## config.mk

```make
export PLATFORM = sky130hd
export DESIGN_NAME = seg7_scan_ctrl
export DESIGN_NICKNAME = d
export VERILOG_FILES = /design/src/rtl/seg7_scan_ctrl.sv
export SDC_FILE = /design/constraint.sdc
export NUM_CORES = 1
export LEC_CHECK = 0
export BUFFER_PORTS_ARGS = -buffer_cell sky130_fd_sc_hd__buf_2
export CAP_MARGIN = 20
export CELL_PAD_IN_SITES_DETAIL_PLACEMENT = 1
export CELL_PAD_IN_SITES_GLOBAL_PLACEMENT = 1
export CORE_ASPECT_RATIO = 0.75
export CORE_MARGIN = 3
export CORE_UTILIZATION = 30
export DETAILED_ROUTE_END_ITERATION = 7
export GPL_ROUTABILITY_DRIVEN = 0
export PLACE_DENSITY = 0.68
export SYNTH_ARGS = -nofsm -noshare
export SYNTH_HDL_FRONTEND = slang
export SYNTH_SLANG_ARGS = --single-unit
```

## constraint.sdc

```tcl
create_clock -name CLK -period 3.2 [get_ports CLK]
set_input_delay 0.64 -clock CLK [delete_from_list [all_inputs] [get_ports CLK]]
set_output_delay 0.64 -clock CLK [all_outputs]
set_load 0.005 [all_outputs]
```

## src/rtl/seg7_scan_ctrl.sv

```systemverilog
// Multiplexed common-anode seven-segment scanner with per-digit blanking, PWM brightness and
// frame-latched display data. Define SEG7_LZS_EN to enable leading-zero suppression.
module seg7_scan_ctrl #(
    parameter int DIGITS   = 8,
    parameter int SCAN_DIV = 100000,
    parameter int DUTY_W   = 4
) (
    input  logic                  CLK,
    input  logic                  RST,
    input  logic [4*DIGITS-1:0]   din,
    input  logic [DIGITS-1:0]     dp_in,
    input  logic [DIGITS-1:0]     blank_in,
    input  logic [DUTY_W-1:0]     brightness,
    output logic [6:0]            sg,
    output logic                  dp,
    output logic [DIGITS-1:0]     an,
    output logic                  frame_done
);

    localparam int CNT_W  = (SCAN_DIV > 1) ? $clog2(SCAN_DIV) : 1;
    localparam int IDX_W  = (DIGITS > 1) ? $clog2(DIGITS) : 1;
    localparam int PROD_W = 32 + DUTY_W;

    localparam logic [CNT_W-1:0] CNT_LAST = CNT_W'(SCAN_DIV - 1);
    localparam logic [IDX_W-1:0] IDX_LAST = IDX_W'(DIGITS - 1);

    typedef enum logic {
        ST_LOAD,
        ST_SCAN
    } state_t;

    state_t                state_q, state_d;
    logic [CNT_W-1:0]      cnt_q, cnt_d;
    logic [IDX_W-1:0]      idx_q, idx_d;
    logic [4*DIGITS-1:0]   din_sh_q, din_sh_d;
    logic [DIGITS-1:0]     dp_sh_q, dp_sh_d;
    logic [DIGITS-1:0]     blank_sh_q, blank_sh_d;
    logic [6:0]            sg_q, sg_d;
    logic                  dp_q, dp_d;
    logic [DIGITS-1:0]     an_q, an_d;
    logic                  fd_q, fd_d;

    logic                  slot_end;
    logic                  frame_wrap;
    logic                  shadow_load;
    logic [DIGITS-1:0]     lz_mask;
    logic [3:0]            cur_nib;
    logic                  cur_dp;
    logic                  cur_blank;
    logic [PROD_W-1:0]     on_prod;
    logic [PROD_W-1:0]     on_cnt;
    logic                  lit;

    function automatic logic [6:0] seg_pattern(input logic [3:0] v);
        logic [6:0] p;
        case (v)
            4'h0:    p = 7'b1111110;
            4'h1:    p = 7'b0110000;
            4'h2:    p = 7'b1101101;
            4'h3:    p = 7'b1111001;
            4'h4:    p = 7'b0110011;
            4'h5:    p = 7'b1011011;
            4'h6:    p = 7'b1011111;
            4'h7:    p = 7'b1110000;
            4'h8:    p = 7'b1111111;
            4'h9:    p = 7'b1111011;
            4'hA:    p = 7'b1110111;
            4'hB:    p = 7'b0011111;
            4'hC:    p = 7'b1001110;
            4'hD:    p = 7'b0111101;
            4'hE:    p = 7'b1001111;
            default: p = 7'b1000111;
        endcase
        return p;
    endfunction

    // NOTE: every always_comb output gets a default first so no latch is inferred.
    always_comb begin
        slot_end   = (cnt_q == CNT_LAST);
        frame_wrap = slot_end && (idx_q == IDX_LAST);
        cnt_d      = slot_end ? '0 : cnt_q + CNT_W'(1);
        idx_d      = idx_q;
        if (slot_end) begin
            idx_d = (idx_q == IDX_LAST) ? '0 : idx_q + IDX_W'(1);
        end
    end

    // Shadows take the inputs once right after reset, then only at frame wraps.
    always_comb begin
        state_d     = ST_SCAN;
        shadow_load = (state_q == ST_LOAD) || frame_wrap;
        din_sh_d    = din_sh_q;
        dp_sh_d     = dp_sh_q;
        blank_sh_d  = blank_sh_q;
        if (shadow_load) begin
            din_sh_d   = din;
            dp_sh_d    = dp_in;
            blank_sh_d = blank_in;
        end
        fd_d = frame_wrap;
    end

`ifdef SEG7_LZS_EN
    // A digit is suppressed when it and every digit above it hold zero; digit 0 always shows.
    always_comb begin
        logic zero_run;
        zero_run = 1'b1;
        lz_mask  = '0;
        for (int i = DIGITS - 1; i >= 1; i--) begin
            zero_run   = zero_run && (din_sh_q[4*i +: 4] == 4'h0);
            lz_mask[i] = zero_run;
        end
    end
`else
    assign lz_mask = '0;
`endif

    always_comb begin
        cur_nib   = 4'h0;
        cur_dp    = 1'b0;
        cur_blank = 1'b0;
        for (int i = 0; i < DIGITS; i++) begin
            if (idx_q == IDX_W'(i)) begin
                cur_nib   = din_sh_q[4*i +: 4];
                cur_dp    = dp_sh_q[i];
                cur_blank = blank_sh_q[i] || lz_mask[i];
            end
        end
    end

    // Full-width product keeps the all-ones brightness level at exactly SCAN_DIV cycles.
    always_comb begin
        on_prod = (PROD_W'(brightness) + PROD_W'(1)) * PROD_W'(SCAN_DIV);
        on_cnt  = on_prod >> DUTY_W;
        lit     = !cur_blank && (PROD_W'(cnt_q) < on_cnt);
    end

    always_comb begin
        an_d = '1;
        sg_d = 7'h7F;
        dp_d = 1'b1;
        if (!cur_blank) begin
            sg_d = ~seg_pattern(cur_nib);
        end
        if (lit) begin
            dp_d = ~cur_dp;
            for (int i = 0; i < DIGITS; i++) begin
                if (idx_q == IDX_W'(i)) begin
                    an_d[i] = 1'b0;
                end
            end
        end
    end

    // NOTE: state registers use non-blocking assignments only; all values come from the _d logic.
    always_ff @(posedge CLK or posedge RST) begin
        if (RST) begin
            state_q    <= ST_LOAD;
            cnt_q      <= '0;
            idx_q      <= '0;
            din_sh_q   <= '0;
            dp_sh_q    <= '0;
            blank_sh_q <= '0;
            sg_q       <= 7'h7F;
            dp_q       <= 1'b1;
            an_q       <= '1;
            fd_q       <= 1'b0;
        end else begin
            state_q    <= state_d;
            cnt_q      <= cnt_d;
            idx_q      <= idx_d;
            din_sh_q   <= din_sh_d;
            dp_sh_q    <= dp_sh_d;
            blank_sh_q <= blank_sh_d;
            sg_q       <= sg_d;
            dp_q       <= dp_d;
            an_q       <= an_d;
            fd_q       <= fd_d;
        end
    end

    assign sg         = sg_q;
    assign dp         = dp_q;
    assign an         = an_q;
    assign frame_done = fd_q;

endmodule

```

* Word-level counts from Yosys, hierarchy flattened
Memory sizes are Yosys's and may differ from the RTL's. Index checks and enable logic that the tools add are counted.
Word-level totals: flip-flop bits (word level) 86, latch bits 0, bits in writable memories 0, memory bits (read-only) 112, input port bits 54, output and inout port bits 17, logic and storage cells 70, memories 1
Operators by class: $add $sub $neg 3, multipliers 1, div/mod/pow operators 0, $lt $le $gt $ge 1, eq/ne operators 8, shift-type cells 0, multiplexer cells 38, bitwise gates (word level) 3, reduce and logical (&&, ||, !) cells 5
Memories:
- (no name shown) | words 16, width 7, read ports 1, clocked after Yosys merged registers in 0, write ports 0, line 56 | case (v)
Operator list (number):
- 4-bit two-way mux | 8
- 1-bit two-way mux | 25
- 17-bit by 18-bit < comparator with 1-bit output | 1
- 17-bit by 1-bit adder with 17-bit output, second input constant | 1
- 17-bit equality test, second input constant | 1
- 5-bit by 12-bit multiplier with 17-bit output, second input constant | 1
- 17-bit two-way mux | 1
- 7-bit two-way mux | 2
- 3-bit equality test, second input constant | 4
- 8-bit two-way mux | 1
- 7-bit NOT | 1
- 3-bit by 2-bit equality test with 1-bit output, second input constant | 2
- 4-bit by 1-bit adder with 5-bit output, second input constant | 1
- 3-bit by 1-bit adder with 3-bit output, second input constant | 1
- 3-bit by 1-bit equality test with 1-bit output, second input constant | 1
- 3-bit logical NOT | 1
- 3-bit two-way mux | 1
- 1-bit logical AND | 2
- 1-bit NOT | 2
- 1-bit logical NOT | 1
- 1-bit logical OR | 1

* Depth between registers and ports, before layout
Gate-level depths: netlist of the first run. An unclocked memory read counts as a cell.
depth after elaboration 13, mapped depth 21, depth with buffers taken out 21

* Least setup slack after synthesis of the first run
OpenSTA, ideal clock, no wires.
path type input-to-reg, start point input brightness[0], end point register dp_q, in the netlist dp, setup time 84 ps, data arrival time 4440 ps, data required time 3116 ps, setup slack -1325 ps, stages 19, buffers on the path 0, cells stage by stage ha_1 -> xor2_1 -> ha_1 -> xor2_1 -> ha_1 -> ha_1 -> ha_1 -> a21o_1 -> a21oi_1 -> o211ai_1 -> and3_1 -> o41ai_1 -> xor2_1 -> ha_1 -> o211a_1 -> o21ai_0 -> o21ai_0 -> nand4_1 -> o2111ai_1
On the way: word-level cells in the longest chain between the ends 5
RTL lines:
- start: declaration | line 13 | input logic [DUTY_W-1:0] brightness,
- 4-bit by 1-bit adder with 5-bit output | line 133 | on_prod = (PROD_W'(brightness) + PROD_W'(1)) * PROD_W'(SCAN_DIV);
- 5-bit by 12-bit multiplier with 17-bit output | line 133
- 17-bit by 18-bit < comparator with 1-bit output | line 135 | lit = !cur_blank && (PROD_W'(cnt_q) < on_cnt);
- 1-bit logical AND | line 135
- 1-bit two-way mux | line 145 | if (lit) begin
- named net dp_d | line 39 | logic dp_q, dp_d;
- end signal: assignment | line 176 | dp_q <= dp_d;
- end: declaration | line 39
The timed path passes the listed nets, and every way through them passes these cells. A chain may end at the register's enable or synchronous reset.

* Final worst setup path of the first run
start point input brightness[0], end point register an_q[2], in the netlist an[2]
On the way: word-level cells in the longest chain between the ends 5
RTL lines:
- 4-bit by 1-bit adder with 5-bit output | line 133
- 5-bit by 12-bit multiplier with 17-bit output | line 133
- 17-bit by 18-bit < comparator with 1-bit output | line 135
- 1-bit logical AND | line 135
- 8-bit two-way mux | line 145
- named net an_d[2] | line 40 | logic [DIGITS-1:0] an_q, an_d;
- end signal: assignment | line 177 | an_q <= an_d;
- end: declaration | line 40
The timed path passes the listed nets, and every way through them passes these cells.

==> qor.yml, run 1 <==
hold-worst-slack_ns: 0.380
drt-initial-drc-count: 228
fill_cells: 1955
reg2reg_slack_ns: 0.31
die_h_microns: 122
wirelength_microns: 15400
final_cell_mix: "dfrtp_1, buf_2, buf_4"
nets: 739
grt_first_pass_wirelength_microns: 24600
numCtsBuffers: 9
p_sw_uw: 926
synth_edf_count: 0
synthCells: 511
async_reset_ff_share_pct: 100
wl_per_cell_microns: 17.7
startpoint: "brightness[0]"
layout_setup_ws_ns: -1.04
cp_top_family: "adder cells"
yosysTopAreaCell: "dfrtp_1"
clk_pin_slew_ns: 0.07
r2r-start: "idx_q[1]"
utilization_pct: 40.9
pin_count: 71
avgSynthCellArea_sq_um: 10.6
comb_power_share_pct: 27.3
power_frac_clock_pct: 35.5
critPathMaxStageDelay_ns: 0.33
setup_viol: 9
rows: 41
antenna_found_initial: 0
dp_cells: 844
period_share_pct: 132
clk_latency_ns: 0.35
rsz0062_at_grt: "true"
cp-end-kind: "flip-flop"
swShare_pct: 28.2
cts_sinks: 86
yosysUniqueCellTypes: 56
max_freq_mhz: 236
yosysWarnings: 0
slew_headroom_pct: 51.9
postCtsHoldBufs: 0
drv_cap: 0
drc: 0
syn_area_sq_um: 5410
drive_above_1_share_pct: 39.5
path_max_fanout: 5
hpwl_microns: 11200
intPower_uw: 2350
power.total_uw: 3280
crit_required_ns: 3.46
hold_violations: 0
worstReg2RegEnd: "sg[6]"
core-area_sq_um: 17200
arrival_ns: 4.50
crit_chain: "buf_8, ha_4, xor2_4, ha_4, xor2_1, ha_2, ha_4, ha_4, a21o_1, a21oi_2, nand2b_1, nand2b_1, a21oi_1, xor2_1, ha_1, a21oi_2, o21bai_4, a2111oi_4, o21ai_1, nand4_1, buf_6, buf_12, nand4_1"
min_path_type: "input pin to asynchronous set/reset pin"
die_area_sq_um: 19700
preCtsSetupSlack_ns: -1.62
dr_total_vias: 4351
violations: "negative setup slack"
start_util_pct: 31.4
seqPwrFrac_pct: 37.2
layoutNonFillerInstCount: 867
skew_ns: 0.0124
crit_cells: 23
ir_drop_mv: 0.225
synth_area_leaders: "dfrtp_1, ha_1, dfstp_2"
htree_levels: 3
drtPass1Iterations: 4
cts_tree: "done"
numPortBuffers: 70
critPathSlowestCell: "a2111oi_4"
ys_dominant_reg_cell: "dfrtp_1"
crit_path_start_kind: "input pin"
status: "finished, violations left"
synth.top_cell.area_share_pct: 32.4
diodes: 0
crit_buf_inv: 3
final_antenna_net_count: 0
final_max_slew_viol_count: 0
viasPerCell: 5.02
path_common_cell: "ha_4"
final_common_cell: "dfrtp_1"
p_leak_uw: 0.00326
path_class: "input pin to flip-flop"
grt_pass1_vias: 4694
finalCriticalPeriod_ns: 4.24
grt_max_degree: 50
grt_use_total_pct: 15.7
clockBufferDepth: 2
die_w_microns: 161
p_per_area_nw_per_um2: 465
clockRootBuffer: "clkbuf_16"
area_growth_pct: 30.3
endpoint: "an[2]"
overflow: 0
r2r_cells: 11
ys_ff_latch: 86
worst_pin_slew_ns: 0.722
synth_seq_area_share_pct: 40.1
synthesis.nets: 624
==> cell type report <==
cell class | count | area [sq um] | share of cell area [%]
tap | 236 | 295 | 4.19
timing repair buffer | 125 | 846 | 12.0
multi-input combinational | 376 | 3300 | 46.8
clock buffer | 10 | 239 | 3.39
sequential | 86 | 2170 | 30.8
clock inverter | 6 | 92.6 | 1.31
inverter | 28 | 106 | 1.51
==> cells by family after synthesis <==
logic type | after synthesis | share of synthesized area, %
and+or+nand+nor | 128 | 12.9
AOI/OAI and AO/OA | 109 | 12.8
DFF | 86 | 40.1
adders and majority gates | 59 | 13.8
muxes | 51 | 12.0
buffers and inverters | 49 | 3.93
xor gates and xnor gates | 27 | 4.37
other | 2 | 0.139
==> power by group through the flow <==
stage	Combinational [uW]	Sequential (uW)	Clock, uW
3_3_place_gp	791	1230	0
4_1_cts	857	1220	1190
3_5_place_dp	821	1240	0
6_report	894	1220	1160
2_1_floorplan	526	1220	0
5_1_grt	994	1230	1250
==> Yosys cell counts (11+ instances only) <==
| library cell | number |
|---|---|
| nor2_1 | 20 |
| xor2_1 | 14 |
| ha_1 | 58 |
| o21ai_0 | 20 |
| dfrtp_1 | 70 |
| nand3_1 | 19 |
| dfstp_2 | 16 |
| nand2_1 | 29 |
| inv_1 | 28 |
| xnor2_1 | 13 |
| mux2_2 | 30 |
| mux2_4 | 20 |
| nand4_1 | 11 |
| clkbuf_1 | 13 |
| a21oi_1 | 40 |
==> registers in the layout, indices dropped and copies added, names as in the netlist <==
name / count
an: 8
blank_sh_q: 8
cnt_q: 17
din_sh_q: 32
dp: 1
dp_sh_q: 8
frame_done: 1
idx_q: 3
sg: 7
state_q: 1
==> metrics by stage <==
step	instance area [sq um]	TNS (ns)
after global routing	7050	-10.66
after floorplan	5520	-8.84
after global placement	6460	-11.98
final	7050	-9.08
after detailed placement	6460	-14.34
after CTS	6870	-9.41
==> how the worst min path moves through the flow <==
stage | start | endpoint | slack (ns) | cells past startpoint
global placement | dp_sh_q[7] | dp | 0.45 | 1
global route | RST | din_sh_q[8] | 0.44 | 2
floorplan | dp_sh_q[7] | dp | 0.43 | 1
CTS | RST | din_sh_q[8] | 0.40 | 2
finish | RST | din_sh_q[8] | 0.38 | 2
detailed placement | dp_sh_q[7] | dp | 0.47 | 1
==> metal layers <==
metal	vias to the layer above	track usage, %	wire, microns
met5	-	0	0
met4	0	4.08	192
met2	79	24.8	7150
li1	2056	-	-
met3	18	3.54	662
met1	2198	22.0	7370
==> worst reg2reg max path, cell delays in order, from the launching register on <==
cell,delay [ns]
dfrtp_1,0.40
inv_1,0.10
ha_1,0.57
a21oi_1,0.14
o21ai_0,0.11
a31oi_1,0.11
a221o_1,0.46
inv_1,0.17
ha_1,0.23
o21ai_0,0.10
mux2_2,0.29
o2111ai_1,0.11
==> repair_timing <==
item	in CTS	in global routing
pin swaps	5	9
endpoints found under the setup margin	9	11
gates resized for setup	16	23
setup buffers	1	5
gates cloned	0	1
No activity file was read; power rests on OpenSTA's default activity.
==> run 2: changes to the inputs <==
- clock period: 3.2 -> 4 ns (I/O delays scaled with it)
==> qor.yml, run 2 (synthesis results as in run 1) <==
slew_headroom_pct: 50.1
status: "finished, violations left"
numPortBuffers: 70
final_antenna_net_count: 0
placed_area_sq_um: 6440
regArea_sq_um: 2170
overflow: 0
critPathSlowestCell: "a211o_1"
fill_cells: 1958
numCtsBuffers: 9
hpwl_microns: 11700
die_w_microns: 161
wl_per_cell_microns: 17.9
grt_first_pass_wirelength_microns: 25400
postCtsHoldBufs: 0
nets: 731
grt_max_degree: 50
dr_total_vias: 4286
clk_pin_slew_ns: 0.06
core-area_sq_um: 17200
cts_tree: "done"
drc: 0
design_area_sq_um: 6900
hold_violations: 0
multi_input_area_sq_um: 3250
power.total_uw: 2530
finalCriticalPeriod_ns: 4.34
crit_required_ns: 4.23
layoutNonFillerInstCount: 859
grt_pass1_vias: 4770
critPathMaxStageDelay_ns: 0.37
ir_drop_mv: 0.187
setup_viol: 9
drive_above_1_share_pct: 37.2
final_common_cell: "dfrtp_1"
final_cell_mix: "dfrtp_1, buf_2, ha_1"
reg_top3: "din_sh_q (32), cnt_q (17)"
dp_cells: 841
p_leak_uw: 0.00319
viasPerCell: 4.99
crit_path_start_kind: "input pin"
grt_use_total_pct: 16.2
pin_count: 71
clk_latency_ns: 0.34
max_freq_mhz: 231
cts_sinks: 86
clockRootBuffer: "clkbuf_16"
worst_pin_slew_ns: 0.749
die_area_sq_um: 19700
regMostFlops: "din_sh_q"
antenna_found_initial: 0
largest_reg_flops: 32
layout_setup_ws_ns: -0.335
rows: 41
period_share_pct: 108
clockBufferDepth: 2
min_path_type: "input pin to asynchronous set/reset pin"
arrival_ns: 4.57
drtPass1Iterations: 4
drv_cap: 0
rsz0062_at_grt: "true"
worstReg2RegEnd: "sg[6]"
path_max_fanout: 9
die_h_microns: 122
final_max_slew_viol_count: 0
skew_ns: 0.00631
drt-initial-drc-count: 145
diodes: 0
wirelength_microns: 15400
r2r-start: "idx_q[0]"
htree_levels: 3
cp-end-kind: "flip-flop"
path_class: "input pin to flip-flop"
r2r_cells: 11
path_common_cell: "ha_4"
p_per_area_nw_per_um2: 366
reg2reg_slack_ns: 0.89
violations: "negative setup slack"
start_util_pct: 31.4
crit_chain: "buf_2, buf_12, xor2_4, ha_4, xor2_1, ha_2, ha_4, ha_4, nand4b_1, a211o_1, buf_6, a21oi_4, nor2_1, xor2_1, ha_1, a21o_1, a21oi_1, o21ai_1, nand4_1, buf_12, nand4_1"
area_growth_pct: 27.5
run 2: cell count changes in the layout (fill, tap and decap cells not counted), sizes merged:
cell and delta:
clkinv +1, inv -1, bufinv -1, buf -7
run 2: final cells by class:
type	count	share of cell area [%]
Clock buffer	11	3.52
Clock inverter	5	0.853
Inverter	28	1.54
Multi-Input combinational cell	376	47.2
Sequential cell	86	31.5
Tap cell	236	4.28
Timing Repair Buffer	117	11.1
run 2: worst max-delay path by stage:
stage,startpoint,endpoint,slack (ns),cells past startpoint
6_report,brightness[2],an[0],-0.34,21
5_1_grt,brightness[2],an[0],-0.55,21
4_1_cts,brightness[0],an[0],-0.37,21
3_5_place_dp,brightness[0],dp,-0.98,22
3_3_place_gp,brightness[0],dp,-0.80,22
2_1_floorplan,brightness[1],dp,-0.37,20
run 2: layer usage:
layer  vias up  global-route usage [%]  part of all wire, %
li1       2035                       -                    -
met1      2158                    22.9                   49
met2        81                    26.6                   46
met3        12                    2.67                  3.9
met4         0                    3.39                 0.91
met5         -                       0                    0
run 2: timing repair:
item	CTS	global route
pin swaps	4	8
endpoints found under the setup margin	9	9
gates resized for setup	21	4
setup buffers	2	0
run 2: power breakdown:
group          internal (uW)  leakage, uW  total (uW)  switching, uW
Sequential               942      0.00102         976           34.2
Clock                    501     0.000142         844            343
Combinational            367      0.00203         706            338
Total                   1810      0.00319        2530            716
run 2: critical path, delay by kind of cell:
kind	cells	cell delay [ns]
adders and majority gates	5	1.29
AOI/OAI and AO/OA	5	0.94
buffers and inverters	4	0.55
xor gates and xnor gates	3	0.54
and+or+nand+nor	4	0.44
run 2: through the flow:
step	util (%)	setup TNS, ns	setup slack [ns]	hold slack [ns]
final	40.0	-2.85	-0.335	0.404
after global routing	40.0	-4.78	-0.548	0.433
after CTS	39.8	-3.15	-0.365	0.407
after detailed placement	37.4	-8.46	-0.977	0.470
after global placement	37.2	-6.98	-0.796	0.458
after floorplan	-	-3.08	-0.372	0.426
